## config.mk

```make
export PLATFORM = sky130hd
export DESIGN_NAME = sbox_round_sequencer
export DESIGN_NICKNAME = d
export VERILOG_FILES = /design/src/rtl/sbox_round_sequencer.sv
export SDC_FILE = /design/constraint.sdc
export NUM_CORES = 1
export LEC_CHECK = 0
export CORE_MARGIN = 2
export CORE_UTILIZATION = 49
export CTS_CLUSTER_DIAMETER = 150
export DETAILED_ROUTE_END_ITERATION = 10
export PLACE_DENSITY = 0.91
export SLEW_MARGIN = 40
export SYNTH_ARGS = -nofsm -noshare
export SYNTH_HDL_FRONTEND = slang
export SYNTH_SLANG_ARGS = --single-unit
```

## constraint.sdc

```tcl
create_clock -name wClk -period 2.6 [get_ports wClk]
set_input_delay 0.52 -clock wClk [delete_from_list [all_inputs] [get_ports wClk]]
set_output_delay 0.52 -clock wClk [all_outputs]
set_load 0.005 [all_outputs]
```

## src/rtl/sbox_round_sequencer.sv

```systemverilog
// sbox_round_sequencer
// Walks one shared DES S-box through the eight 6-bit groups of a 48-bit
// key-mixed half-block. It assembles the 32-bit substitution result that
// feeds the P-permutation.
//
// Optional macro SBOX_SEQ_REG_LOOKUP_EN: when defined, the shared S-box
// output is treated as registered. Each group is then presented one cycle
// before its nibble is captured, so RUN is one cycle longer.
module sbox_round_sequencer #(
  parameter int NUM_SBOX   = 8,
  parameter int SBOX_IN_W  = 6,
  parameter int SBOX_OUT_W = 4
) (
  input  logic                              wClk,
  input  logic                              wResetN,
  input  logic                              wInValid,
  output logic                              wInReady,
  input  logic [0:NUM_SBOX*SBOX_IN_W-1]     wInputData,
  output logic                              wOutValid,
  input  logic                              wOutReady,
  output logic [0:NUM_SBOX*SBOX_OUT_W-1]    wOutputData,
  output logic                              wBusy,
  output logic                              wSboxEn,
  output logic [0:2]                        wSboxSel,
  output logic [0:SBOX_IN_W-1]              wSboxIn,
  input  logic [0:SBOX_OUT_W-1]             wSboxOut
);

  typedef enum logic [1:0] {
    IDLE = 2'd0,
    RUN  = 2'd1,
    DONE = 2'd2
  } state_t;

`ifdef SBOX_SEQ_REG_LOOKUP_EN
  localparam int               CNT_W    = 4;
  localparam logic [CNT_W-1:0] LAST_CNT = 4'd8;
`else
  localparam int               CNT_W    = 3;
  localparam logic [CNT_W-1:0] LAST_CNT = 3'd7;
`endif

  state_t                           state;
  logic [CNT_W-1:0]                 cnt;
  logic [0:NUM_SBOX*SBOX_IN_W-1]    held;
  logic [0:NUM_SBOX*SBOX_OUT_W-1]   result;
  logic                             out_valid;
  logic                             busy;

  logic [2:0]                       present_idx;
  logic                             present_en;
  logic [2:0]                       capture_idx;
  logic                             capture_en;
  logic [0:SBOX_IN_W-1]             present_group;

  // Map the RUN cycle counter onto the group being presented and the nibble being captured
  always_comb begin
    present_idx = cnt[2:0];
    present_en  = 1'b1;
    capture_idx = cnt[2:0];
    capture_en  = 1'b1;
`ifdef SBOX_SEQ_REG_LOOKUP_EN
    present_en  = ~cnt[3];
    capture_idx = cnt[2:0] - 3'd1;
    capture_en  = (cnt != '0);
`endif
  end

  // Select the held 6-bit group that is currently presented to the shared S-box
  always_comb begin
    present_group = '0;
    for (int g = 0; g < NUM_SBOX; g++) begin
      if (present_idx == g[2:0]) begin
        present_group = held[g*SBOX_IN_W +: SBOX_IN_W];
      end
    end
  end

  // The mux request lines are driven only while this block owns the S-box; otherwise they stay at zero
  always_comb begin
    wSboxEn  = (state == RUN) && present_en;
    wSboxSel = wSboxEn ? present_idx : 3'd0;
    wSboxIn  = wSboxEn ? present_group : '0;
  end

  // In DONE, a new block may be accepted only in the same edge that the consumer takes the result
  always_comb begin
    wInReady = (state == IDLE) || ((state == DONE) && wOutReady);
  end

  assign wOutValid   = out_valid;
  assign wBusy       = busy;
  assign wOutputData = result;

  // Sequencer FSM: accept a block, step through all groups, then hold the result until it is taken
  always_ff @(posedge wClk or negedge wResetN) begin
    if (!wResetN) begin
      state     <= IDLE;
      cnt       <= '0;
      held      <= '0;
      result    <= '0;
      out_valid <= 1'b0;
      busy      <= 1'b0;
    end else begin
      case (state)
        IDLE: begin
          if (wInValid) begin
            held  <= wInputData;
            cnt   <= '0;
            busy  <= 1'b1;
            state <= RUN;
          end
        end
        RUN: begin
          if (capture_en) begin
            for (int g = 0; g < NUM_SBOX; g++) begin
              if (capture_idx == g[2:0]) begin
                result[g*SBOX_OUT_W +: SBOX_OUT_W] <= wSboxOut;
              end
            end
          end
          if (cnt == LAST_CNT) begin
            cnt       <= '0;
            busy      <= 1'b0;
            out_valid <= 1'b1;
            state     <= DONE;
          end else begin
            cnt <= cnt + 1'b1;
          end
        end
        DONE: begin
          if (wOutReady) begin
            out_valid <= 1'b0;
            if (wInValid) begin
              held  <= wInputData;
              cnt   <= '0;
              busy  <= 1'b1;
              state <= RUN;
            end else begin
              state <= IDLE;
            end
          end
        end
        default: begin
          state     <= IDLE;
          cnt       <= '0;
          out_valid <= 1'b0;
          busy      <= 1'b0;
        end
      endcase
    end
  end

endmodule
```

==> impl.org <==
** Global routing
- Global-route wire length before repair :: around 17000 um
- The initial antenna violation count was 0.
- Vias in the first global route :: around 3.3k
- GRT Util Overall :: between 20% and 30%
- After global routing the overflow that remains totals 0.
- Entering global routing, the biggest net connects 72 pins.

** STA
- Slew at the pin closest to its max-slew limit :: 0.370 ns
- RSZ-0062 raised after global routing :: yes
- Final setup violation count :: 3
- After layout, the worst path uses 101% of the clock period.
- Final Hold Violating Endpoints :: 0
- The final count of pins violating max slew is 0.
- Counting I/O delays and the setup requirement, the final critical path takes 2.63 ns.
- Setup slack on the critical path of the routed design comes to -0.0279 ns.
- Slew HR :: between 70% and 80%
- Worst hold slack :: 0.493 ns
- Final Skew :: approximately 0.009 ns
- Maximum frequency from static timing analysis :: approximately 0.38 GHz

** Routing
- For this block, the routed nets add up to between 10000 and 15000 um of wire.
- In this run, the number of DRC markers left after iteration 0 of detailed routing was approximately 140.
- Detailed Routing Iterations Pass 1 :: 4
- The count of nets left with antenna violations once routing finished came out at 0.
- In the final routed layout, each cell accounts on average for about 19 um.
- Remaining routing DRC violations :: 0
- Drt via density :: 5.40
- Count of vias placed by the detailed router :: around 3k

** Clocking
- TritonCTS clock tree :: done
- Clock transition at the registers of the reported paths :: around 0.08 ns
- CTS sink cnt :: 87
- # H-tree levels :: 3
- TritonCTS created 9 clock buffers.
- No sink is reached through more buffers than the 2 on the longest clock path.
- The tree is rooted in a clkbuf_8.
- Clock latency reported for the late side of the worst-skew pair :: roughly 0.37 ns

** Pwr
- Power dissipated by switching net loads :: 2490 uW
- In this run the power density over the cells is roughly 1200 nW/um^2.
- Seq pwr share :: a little over a third
- Leakage :: approximately 0.0024 uW
- The completed layout was analyzed and its total power is roughly 7100 uW.
- The clock network accounts for a little under an eighth of the total power.
- Int Pwr :: about 4600 uW
- Switching share of power :: a little over a third
- IR analysis of the VDD net gives a maximum drop of 0.750 mV.
- Combinational logic is responsible for 52.6% of the overall power.

** Min path
- Path type of the worst min-delay path :: reg2reg
- The worst hold path begins at held[33].
- Along the worst hold path, the cell count comes to 1.
- The worst hold path terminates at held[33].

** Die
- Horizontal die dimension :: 95.0 um
- After floorplanning, the core was divided into 33 placement rows.
- Area of the die :: between 9000 and 10000 um^2
- Starting density of the core :: 49.9%
- The floorplan step set the die height to approximately 95 um.
- Standard cell core area :: around 8000 um^2
- Boundary pin count :: between 100 and 150

** Placed design
- Once placement completed, the tool counted placed cells totaling ~540.
- Routability-driven placement finished with a final weighted congestion of 0.874.
- Count of input and output buffers :: 100
- Once detailed placement completed, the half-perimeter wirelength came to about 7400 um.
- Placement-stage worst setup slack :: -0.137 ns

** Finish
- Leading cell type in the layout, fill and taps excluded :: clkdlybuf4s50_1
- Post-layout util :: between 70% and 80%
- Area growth from synthesis to layout :: 40.9%
- For this run, the post-layout net count is between 500 and 600.
- Once layout is complete, the cells apart from fillers number 562.
- Final antenna diode count :: 0
- Commonest cells after routing, fill and taps aside :: clkdlybuf4s50_1 (93), dfrtp_1 (85), mux2_2 (60)
- After filler insertion, the fill cell instance count of the layout stands at between 500 and 600.
- Share of post-route cells with drive strength above 1 :: 32.6%

** Synth
- The cell count after synthesis came out at 330.
- Count of state elements after synthesis :: 87
- The number of nets handed over by synthesis was between 300 and 400.
- Yosys printed 0 warnings.
- The synthesized netlist contains 36 unique library cells.
- Each instance of the synthesized netlist takes up on average roughly 12 um^2.
- Sequential share of the synthesized area :: a little over half
- Synthesized area :: slightly above 4000 um^2

** Worst setup path
- STA classifies the critical path endpoint as an output pin.
- Data arrival time of the worst path :: 2.11 ns
- Number of cell instances on the worst register-to-register path :: 5
- The worst setup path is launched from a flip-flop.
- In this run the register-to-register setup slack is just under 0.8 ns.
- The startpoint identified for the worst register-to-register timing path is state[0].
- Type of the worst setup path :: reg2out
- Endpoint of the worst-slack reg-to-reg timing path :: wOutputData[3]
- Biggest fanout along the worst timing path :: 6
- For the worst setup path, the data required time is ~2.1 ns.

** Flow run
- Maxcap violations :: 0

** Outcome
- Run status :: finished, violations left
- The checks that failed: setup timing.
==> final cells by class <==
cell class              instances  area, um^2  area share, %
well taps                     105         131           2.30
inverters                      12        50.0          0.876
multi-input cells             210        1870           32.7
flip-flops and latches         87        2180           38.2
repair buffers                133        1310           23.0
clock buffers                  10         128           2.23
clock inverters                 5        42.5          0.745
==> kinds of logic (layout without fill, tap and decap cells) <==
| logic type | count (synthesis) | in the layout | synth area share (%) |
|---|---|---|---|
| AO/OA/AOI/OAI | 60 | 60 | 10.0 |
| adder cells (fa/ha/maj) | 6 | 6 | 1.85 |
| buffers and inverters | 33 | 160 | 4.69 |
| flip-flops | 87 | 87 | 53.7 |
| multiplexers | 73 | 73 | 20.6 |
| AND/OR/NAND/NOR | 71 | 71 | 9.10 |
==> per-stage QoR <==
step                setup TNS [ns]  cell area [um^2]
detailed placement          -0.739              5280
global route                -0.568              5710
global placement            -0.373              5280
floorplan                        0              4060
finish                     -0.0576              5710
CTS                              0              5620
==> worst max path at each step <==
stage	from	endpoint	slack, ns	depth (start not counted)
final	capture_idx[0]	wSboxIn[0]	-0.03	7
after global routing	capture_idx[1]	wSboxIn[4]	-0.14	8
after CTS	capture_idx[0]	wSboxIn[5]	0.004	7
after detailed placement	capture_idx[0]	wSboxIn[5]	-0.14	7
after global placement	capture_idx[0]	wSboxIn[1]	-0.08	7
after floorplan	capture_idx[0]	wSboxIn[2]	0.39	7
==> metal layers <==
metal  share of wire (%)  GRT usage (%)  vias up
met5                   0              0        -
met4                 1.3           5.68        0
met3                 9.0           11.5       12
met2                  51           43.3      108
met1                  38           28.2     1501
li1                    -              -     1411
==> Yosys cell counts <==
cell type	count	area [um^2]
dfrtp_1	87	2180
mux2_2	60	676
nand2_1	27	101
a21oi_1	15	75.1
o21ai_0	14	70.1
inv_1	10	37.5
nor2_1	10	37.5
mux2_1	9	101
buf_6	8	90.1
nor2b_1	8	50.1
a221oi_1	7	61.3
and3_1	7	43.8
clkbuf_1	7	26.3
ha_1	6	75.1
nand2b_1	6	37.5
nand3b_1	6	45.0
o21ai_1	6	30.0
buf_2	5	25.0
o311a_1	5	50.1
a2111oi_1	4	40.0
mux2_4	4	60.1
and2_1	2	12.5
inv_2	2	7.51
nand3_1	2	10.0
o22ai_1	2	12.5
a2111oi_2	1	15.0
a211o_1	1	8.76
a21o_1	1	7.51
a221o_1	1	10.0
a22o_1	1	8.76
a311o_1	1	10.0
and3_4	1	11.3
buf_1	1	3.75
nand2b_4	1	13.8
o31ai_1	1	7.51
or2_0	1	6.26
==> sequential cells by signal (all words and copies together), names as in the netlist <==
signal / flops
capture_idx: 3
wBusy: 1
wOutputData: 32
held: 48
wOutValid: 1
state: 2
==> repair_timing <==
item,in CTS,in global routing
hold endpoints to repair,8,0
pin swaps,11,5
resized for setup,58,10
setup endpoints to repair,6,6
setup buffers,5,2
hold buffers,1,0
gates cloned,0,1
==> worst max-delay path, stage by stage (launching register included) <==
cell       delay, ns
dfrtp_2         0.48
ha_4            0.20
ha_4            0.15
or2_4           0.28
a221oi_2        0.23
a2111oi_2       0.07
o21ai_1         0.18
buf_2           0.15
==> power by group through the flow <==
stage / sequential (uW) / clock [uW] / combinational (uW)
6_report: 2520 / 834 / 3720
4_1_cts: 2510 / 855 / 3540
3_3_place_gp: 2450 / 0 / 3260
2_1_floorplan: 2360 / 0 / 1830
3_5_place_dp: 2500 / 0 / 3330
5_1_grt: 2600 / 915 / 4020
Note: power is estimated with default switching activity, not from simulation.
